<file path="src/rtl/mux4_pkg.sv">
// Shared types and helpers for the four-way round-robin mux scheduler.
package mux4_pkg;

  localparam int NUM_REQ = 4;
  localparam int SEL_W   = 2;

  typedef enum logic {
    IDLE  = 1'b0,
    GRANT = 1'b1
  } state_t;

  // One-hot encode a requester index.
  function automatic logic [NUM_REQ-1:0] onehot4(input logic [SEL_W-1:0] idx);
    logic [NUM_REQ-1:0] vec;
    vec      = '0;
    vec[idx] = 1'b1;
    return vec;
  endfunction

endpackage

</file>
<file path="src/rtl/rr_pick4.sv">
// Rotating-priority picker: first set request at or after ptr, wrapping 3->0.
// With mask_owner set, index ptr-1 (the outgoing owner when ptr = owner+1)
// is excluded, so found then also means "someone other than the owner waits".
module rr_pick4
  import mux4_pkg::*;
(
  input  logic [NUM_REQ-1:0] req,
  input  logic [SEL_W-1:0]   ptr,
  input  logic               mask_owner,
  output logic [SEL_W-1:0]   idx,
  output logic               found
);

  logic [NUM_REQ-1:0] masked;
  logic [SEL_W-1:0]   cand;

  // Search from the farthest slot back to ptr so the nearest hit wins.
  // NOTE: every variable driven here gets a default first, so no path can
  // leave one unassigned and infer a latch.
  always_comb begin
    masked = req;
    cand   = '0;
    idx    = '0;
    found  = 1'b0;
    if (mask_owner) masked[ptr - SEL_W'(1)] = 1'b0;
    for (int k = NUM_REQ - 1; k >= 0; k--) begin
      cand = ptr + SEL_W'(k);
      if (masked[cand]) begin
        idx   = cand;
        found = 1'b1;
      end
    end
  end

endmodule

</file>
<file path="src/rtl/mux4_1_rr_sched.sv">
// Round-robin scheduler driving the select of a 4:1 data mux. Issues a
// registered one-hot grant, rotates priority on release, and forces a
// rotation once an owner has held the mux MAX_HOLD cycles while others wait.
module mux4_1_rr_sched
  import mux4_pkg::*;
#(
  parameter  int MAX_HOLD = 8,
  localparam int CNT_W    = $clog2(MAX_HOLD + 1)
) (
  input  logic               clk,
  input  logic               rst_n,
  input  logic               en,
  input  logic [NUM_REQ-1:0] req,
  output logic [NUM_REQ-1:0] gnt,
  output logic [SEL_W-1:0]   sel,
  output logic               sel_valid,
  output logic               gnt_start
);

  localparam logic [CNT_W-1:0] HOLD_MAX = CNT_W'(MAX_HOLD);
  localparam logic [CNT_W-1:0] CNT_ONE  = CNT_W'(1);

  state_t             state, state_d;
  logic [SEL_W-1:0]   ptr, ptr_d;
  logic [CNT_W-1:0]   cnt, cnt_d;
  logic [NUM_REQ-1:0] gnt_d;
  logic [SEL_W-1:0]   sel_d;
  logic               sel_valid_d;
  logic               gnt_start_d;

  // While granted, sel is the owner; search starts just past it and skips it.
  logic               in_grant;
  logic [SEL_W-1:0]   pick_ptr;
  logic [SEL_W-1:0]   pick_idx;
  logic               pick_found;
  logic               owner_req;
  logic               take;

  assign in_grant  = (state == GRANT);
  assign pick_ptr  = in_grant ? sel + SEL_W'(1) : ptr;
  assign owner_req = req[sel];

  rr_pick4 u_pick (
    .req        (req),
    .ptr        (pick_ptr),
    .mask_owner (in_grant),
    .idx        (pick_idx),
    .found      (pick_found)
  );

  // State register.
  // NOTE: sequential state uses non-blocking assignments so every register
  // samples the pre-edge values, independent of statement order.
  always_ff @(posedge clk or negedge rst_n) begin
    if (!rst_n) state <= IDLE;
    else        state <= state_d;
  end

  // Next-state: leave IDLE on any enabled request; leave GRANT only when
  // the owner releases and nobody can be handed the mux at the same edge.
  always_comb begin
    state_d = state;
    unique case (state)
      IDLE:  if (en && pick_found) state_d = GRANT;
      GRANT: if (!owner_req && !(en && pick_found)) state_d = IDLE;
    endcase
  end

  // Next values for the registered outputs, pointer and hold counter.
  always_comb begin
    ptr_d       = ptr;
    cnt_d       = cnt;
    gnt_d       = gnt;
    sel_d       = sel;
    sel_valid_d = sel_valid;
    gnt_start_d = 1'b0;
    take        = 1'b0;
    unique case (state)
      IDLE: begin
        if (en && pick_found) take = 1'b1;
      end
      GRANT: begin
        if (!owner_req) begin
          ptr_d = sel + SEL_W'(1);
          if (en && pick_found) begin
            take = 1'b1;
          end else begin
            gnt_d       = '0;
            sel_valid_d = 1'b0;
          end
        end else if (cnt == HOLD_MAX && en && pick_found) begin
          ptr_d = sel + SEL_W'(1);
          take  = 1'b1;
        end else if (cnt != HOLD_MAX) begin
          cnt_d = cnt + CNT_ONE;
        end
      end
    endcase
    if (take) begin
      gnt_d       = onehot4(pick_idx);
      sel_d       = pick_idx;
      sel_valid_d = 1'b1;
      gnt_start_d = 1'b1;
      cnt_d       = CNT_ONE;
    end
  end

  // Output and datapath registers; async reset drops any grant at once.
  always_ff @(posedge clk or negedge rst_n) begin
    if (!rst_n) begin
      ptr       <= '0;
      cnt       <= '0;
      gnt       <= '0;
      sel       <= '0;
      sel_valid <= 1'b0;
      gnt_start <= 1'b0;
    end else begin
      ptr       <= ptr_d;
      cnt       <= cnt_d;
      gnt       <= gnt_d;
      sel       <= sel_d;
      sel_valid <= sel_valid_d;
      gnt_start <= gnt_start_d;
    end
  end

endmodule

</file>
<file path="config.mk">
export PLATFORM = sky130hd
export DESIGN_NAME = mux4_1_rr_sched
export DESIGN_NICKNAME = d
export VERILOG_FILES = /design/src/rtl/mux4_pkg.sv /design/src/rtl/rr_pick4.sv /design/src/rtl/mux4_1_rr_sched.sv
export SDC_FILE = /design/constraint.sdc
export NUM_CORES = 1
export LEC_CHECK = 0
export BUFFER_PORTS_ARGS = -buffer_cell sky130_fd_sc_hd__buf_2
export CORE_ASPECT_RATIO = 0.7
export CORE_MARGIN = 2
export CORE_UTILIZATION = 35
export DETAILED_ROUTE_END_ITERATION = 10
export HOLD_SLACK_MARGIN = 0.02
export PLACE_DENSITY = 0.6
export SETUP_SLACK_MARGIN = 0.3
export SLEW_MARGIN = 40
export SYNTH_ARGS = -nofsm -noshare
export SYNTH_HDL_FRONTEND = slang
export SYNTH_SLANG_ARGS = --single-unit
</file>
<file path="constraint.sdc">
create_clock -name clk -period 2.7 [get_ports clk]
set_input_delay 0.135 -clock clk [delete_from_list [all_inputs] [get_ports clk]]
set_output_delay 0.135 -clock clk [all_outputs]
set_load 0.05 [all_outputs]
</file>
======== Yosys cells after proc, flatten, opt, wreduce, memory -nomap -nowiden ========
Cells that the tools add are included.
word-level totals
  flip-flop bits (word level) ............. 15
  bits in latches ......................... 0
  memory bits (writable) .................. 0
  memory bits (read-only) ................. 0
  input bits .............................. 7
  output and inout port bits .............. 8
  word-level logic and storage cells ...... 91
  memories ................................ 0
operators by class
  add/subtract/negate cells ............... 6
  $mul .................................... 0
  divide/modulo/power cells ............... 0
  order comparisons ....................... 9
  eq/ne operators ......................... 6
  shift-type cells ........................ 0
  multiplexer cells ....................... 46
  bitwise gates (word level) .............. 3
  reduce and logical (&&, ||, !) cells .... 14
operators with widths
  cell                 count
  $mux 4               10
  $lt 2x3->1 const B   7
  $mux 1               20
  $mux 2               7
  $bmux 1 s2           5
  $logic_and 1x1->1    6
  $reduce_bool 2->1    3
  $add 2x1->2 const B  2
  $add 2x2->2 const B  2
  $add 4x1->4 const B  1
  $and 4x4->4          1
  $demux 1 s2          2
  $eq 4x4->1 const B   1
  $ge 2x1->1 const B   2
  $ne 2x1->1 const B   2
  $ne 2x2->1 const B   2
  $ne 4x4->1 const B   1
  $not 4->4            1
  $pmux 1 s2           2
  $reduce_and 4->1     1
  $reduce_and 3->1     1
  $logic_not 1->1      2
  $reduce_and 2->1     1
  $sub 2x1->2 const B  1
  $not 1->1            1

======== Depth between registers and ports, before layout ========
  depth in word-level cells ............... 22
  gate-level depth with buffers ........... 13
  depth with buffers taken out ............ 12

======== By module ========
From an unflattened synthesis, not the netlist that was laid out.
unflattened totals
  cells, all modules ...................... 95
  area total of the unflattened synthesis .. 1029.7 µm²
modules (own cells, without submodules)
  module           instances  cells an instance  area each (µm²)  sequential area each (µm²)
  mux4_1_rr_sched  1          62                 750.7            375.4
  rr_pick4         1          33                 279.0            0.0

======== Worst setup path before layout ========
No wires, ideal clock.
  path kind ............................... register to register
  start point ............................. register sel[0]
  end point ............................... register gnt[3]
  library setup time ...................... 0.121 ns
  data arrival time ....................... 2.837 ns
  data required time ...................... 2.579 ns
  setup slack ............................. -0.258 ns
  stages on the path, launching flop included .. 14
  path buffers ............................ 1
  period minus slack after synthesis ...... 2.958 ns
  cells stage by stage .................... dfrtp_1 buf_6 xnor2_1 nor2_1 a21oi_1 inv_1 ha_1 nand2b_1 o221a_2 nand2_1 o21ai_2 mux2i_1 or3_1 a22o_1
between the ends
  longest elaborated chain between the ends .. 22
  elaborated cells between the ends (all ways) .. 48
  classes of those cells .................. 5 x add/sub; 4 x order compare; 2 x eq/ne; 29 x mux; 2 x bitwise; 6 x reduce/logical
ends and longest elaborated chain
  element                                                         line                                                                 RTL
  start, declared                                                 mux4_1_rr_sched.sv:15                                                output logic [SEL_W-1:0] sel,
  start signal, assigned                                          mux4_1_rr_sched.sv:121                                               sel <= sel_d;
  $add 2x1->2                                                     mux4_1_rr_sched.sv:40                                                assign pick_ptr = in_grant ? sel + SEL_W'(1) : ptr;
  $mux 2                                                          mux4_1_rr_sched.sv:40
  $sub 2x1->2                                                     rr_pick4.sv:25                                                       if (mask_owner) masked[ptr - SEL_W'(1)] = 1'b0;
  $lt 2x3->1 (implied by the code) or $ge 2x1->1 (tied branches)  rr_pick4.sv:25
  $logic_and 1x1->1 (implied by the code)                         rr_pick4.sv:25
  $mux 1 (implied by the code)                                    rr_pick4.sv:25
  $demux 1 s2                                                     n/a
  $not 4->4 (no source line)                                      n/a
  [... 3 more ...]                                                n/a
  $mux 1 (implied by the code)                                    rr_pick4.sv:28                                                       if (masked[cand]) begin
  $mux 1 (4 in a row)                                             rr_pick4.sv:28
  $logic_and 1x1->1 (on tied branches)                            mux4_1_rr_sched.sv:80, mux4_1_rr_sched.sv:85, mux4_1_rr_sched.sv:91
  $mux 1 (on tied branches)                                       mux4_1_rr_sched.sv:80, mux4_1_rr_sched.sv:85, mux4_1_rr_sched.sv:91
  $mux 1                                                          mux4_1_rr_sched.sv:83                                                if (!owner_req) begin
  $pmux 1 s2                                                      mux4_1_rr_sched.sv:78                                                unique case (state)
  $ne 2x2->1 (no source line) (tied with other cells)             n/a
  $reduce_and 3->1 (no source line)                               n/a
  end signal, assigned                                            mux4_1_rr_sched.sv:120                                               gnt <= gnt_d;
  end, declared                                                   mux4_1_rr_sched.sv:14                                                output logic [NUM_REQ-1:0] gnt,
Several ways; a longest one is shown, not always the timed one. The select of a mux whose other input is x is not followed.
A chain may end at the register's enable or synchronous reset.

======== Worst setup path in the final report ========
  start point ............................. register sel[0]
  end point ............................... register sel[1]
between the ends
  longest elaborated chain between the ends .. 20
  elaborated cells between the ends (all ways) .. 38
  classes of those cells .................. 5 x add/sub; 2 x order compare; 26 x mux; 2 x bitwise; 3 x reduce/logical
ends and longest elaborated chain
  element                                                         line
  $add 2x1->2                                                     mux4_1_rr_sched.sv:40
  $mux 2                                                          mux4_1_rr_sched.sv:40
  $sub 2x1->2                                                     rr_pick4.sv:25
  $lt 2x3->1 (implied by the code) or $ge 2x1->1 (tied branches)  rr_pick4.sv:25
  $logic_and 1x1->1 (implied by the code)                         rr_pick4.sv:25
  $mux 1 (implied by the code)                                    rr_pick4.sv:25
  $demux 1 s2                                                     n/a
  $not 4->4 (no source line)                                      n/a
  $and 4x4->4 (no source line)                                    n/a
  $mux 4                                                          rr_pick4.sv:25
  $bmux 1 s2                                                      rr_pick4.sv:28
  $mux 1 (implied by the code)                                    rr_pick4.sv:28
  $mux 1 (4 in a row)                                             rr_pick4.sv:28
  $logic_and 1x1->1 (on tied branches)                            mux4_1_rr_sched.sv:80, mux4_1_rr_sched.sv:85, mux4_1_rr_sched.sv:91
  $mux 1 (on tied branches)                                       mux4_1_rr_sched.sv:80, mux4_1_rr_sched.sv:85, mux4_1_rr_sched.sv:91
  $mux 1                                                          mux4_1_rr_sched.sv:83
  $pmux 1 s2                                                      mux4_1_rr_sched.sv:78
Several ways; a longest one is shown, not always the timed one. The select of a mux whose other input is x is not followed.

==> qor.yml <==
grtUsageTotal_pct: 17.2
first_pass_iters: 4
synth_common_cells: "dfrtp_1 (15), nand2_1 (11), mux2i_1 (9), nor2_1 (9)"
port_buffers: 14
final.setup.tns_ns: 0
synth.distinct_cells: 47
ant_nets: 0
core-area_mm2: 0.00311
grt_pass1_vias: 1004
drive_gt1_share_pct: 54.4
period_needed_ns: 2.59
fp.dieH_um: 51.3
hp-class: "in -> reg"
synth_top_area_cell: "dfrtp_1"
drtIter0Drc: 87
placed_cell_area_mm2: 0.00132
avgSynthCellArea_um2: 9.57
cts_tree: "built"
synth.area.top_cells: "dfrtp_1 (34%), mux2i_1 (8.0%), ha_1 (4.5%)"
clockBufferDepth: 2
cts-htree-levels: 1
dr_total_vias: 1035
multiInputGateArea_um2: 817
relSlewSlack_pct: 59.3
async_flop_share_pct: 100
worstHoldStart: "en"
mappedNetlistArea_mm2: 0.00112
synthCells: 117
nets: 172
initial_core_util_pct: 36.1
critPathRequiredTime_ns: 2.89
crit_path_start: "sel[0]"
arrival_ns: 2.77
antenna_cells: 0
via_per_inst: 5.23
cp_max_fo: 4
boundaryPins: 15
drc: 0
hold_violations: 0
tightest_slew_ns: 0.608
overflow: 0
die_x_um: 71.6
synthesis.nets: 128
dp_hpwl_um: 2020
clock_sinks: 15
cts_inserted_buffers: 3
outcome: "finished clean"
post-route-period-util_pct: 95.9
max-cap-violations: 0
die_area_mm2: 0.00368
drt_wl_total_um: 2890
start_kind: "register"
slew_violations: 0
grt_pass1_wl_um: 4750
synth_warnings: 0
finalSetupViolations: 0
synth-edff-count: 0
clk_pin_slew_ns: 0.07
fillers: 272
max_freq_ghz: 0.386
synth_flop_cell: "dfrtp_1"
fp-row-count: 17
clock_latency_ns: 0.26
synth_most_common_cell: "dfrtp_1"
synth-seq-cells: 15
seqCellArea_um2: 379
finClkSkew_ns: 0.00599
yosysSeqAreaShare_pct: 33.5
synth.top_cell.area_share_pct: 33.5
end_kind: "register"
fin_area_mm2: 0.00161
rsz0062_at_grt: "yes"
wl_per_cell_um: 14.6
r2r_start: "sel[0]"
crit_type: "reg -> reg"
cts-root-buf: "clkbuf_8"
gp_congestion: 0.857
area_delta_synth_final_pct: 43.4
antenna_found_initial: 0
grt_start_max_net_pins: 16
-- sequential cells by signal, indices dropped and copies added (netlist names) --
name / cells
ptr: 2
sel: 2
in_grant: 1
gnt: 4
gnt_start: 1
cnt: 4
sel_valid: 1
-- worst paths after layout --
check | endpoint | slack (ns) | depth (start not counted)
setup / recovery | sel[1] | 0.11 | 13
hold / removal | gnt_start | 0.18 | 3
setup reg to reg | sel[1] | 0.11 | 13
hold reg to reg | gnt[0] | 0.49 | 1
max in group asynchronous | sel[1] | 2.11 | 2
min in group asynchronous | sel_valid | 0.31 | 2
-- logic make-up (layout without fill, tap and decap cells) --
kind of cell / Yosys count / in the layout / synth area share (%)
simple gates: 43 / 43 / 20.9
compound gates: 31 / 31 / 23.5
flops: 15 / 15 / 33.5
mux: 11 / 11 / 11.4
buf+inv: 11 / 54 / 4.69
fa+ha+maj: 4 / 4 / 4.47
xor+xnor: 2 / 2 / 1.56
-- critical path, stage by stage, from the launching register on --
cell and delay [ns]:
dfrtp_2 0.43, xnor2_2 0.16, nor2_1 0.17, a21oi_2 0.07, inv_2 0.07, ha_2 0.18
and4b_1 0.22, a31oi_4 0.19, nand2_2 0.12, buf_4 0.15, o221ai_2 0.14, o211ai_1 0.15
nor3_2 0.28, nand2b_4 0.19
-- metrics by stage --
stage          hold WS [ns]  util [%]  setup slack (ns)  std cells
6_report              0.176      51.7             0.112        198
5_1_grt               0.169      51.7            0.0349        198
4_1_cts               0.176      48.7             0.214        193
3_5_place_dp         0.0578      42.6             0.145        176
3_3_place_gp         0.0591      42.6             0.159        176
2_1_floorplan        -0.161         -            0.0582        117
-- per-layer routing --
layer / vias to the layer above / part of all wire (%) / GRT usage [%]
met2: 21 / 43 / 25.6
met4: 0 / 0.90 / 4.40
li1: 513 / - / -
met5: - / 0 / 0
met3: 4 / 3.9 / 4.93
met1: 497 / 52 / 24.5
-- what timing repair did --
item,CTS,global route
resized for setup,9,13
endpoints found under the hold margin,15,0
endpoints found under the setup margin,12,13
pin swaps,13,11
setup buffers,12,5
hold buffers,1,0
-- cells in the final DEF, fill, tap and decap left out, types with 2 or more instances in the layout --
| master | instances |
|---|---|
| a21oi_1 | 5 |
| inv_2 | 4 |
| buf_2 | 14 |
| a22o_1 | 2 |
| mux2i_1 | 9 |
| nand2_2 | 4 |
| clkbuf_8 | 3 |
| nand2_1 | 8 |
| nand2b_4 | 4 |
| nor2_1 | 6 |
| inv_1 | 5 |
| nand3_1 | 5 |
| dfrtp_1 | 12 |
| o21ai_2 | 4 |
| o2bb2ai_1 | 2 |
| and3b_1 | 2 |
| ha_1 | 2 |
| o211ai_1 | 2 |
| nor2_2 | 2 |
| dfrtp_2 | 3 |
| ha_2 | 2 |
| buf_4 | 25 |
-- final cells by class --
cell class | count | area share, %
clock inverter | 1 | 0.468
multi-input combinational | 91 | 50.9
timing repair buffer | 41 | 17.4
clock buffer | 3 | 2.57
inverter | 9 | 2.10
sequential | 15 | 23.6
tap | 38 | 2.96
Power is left out: the tool's default activity adds up to more than one toggle a clock period on the data nets, which glitch-free logic cannot reach.
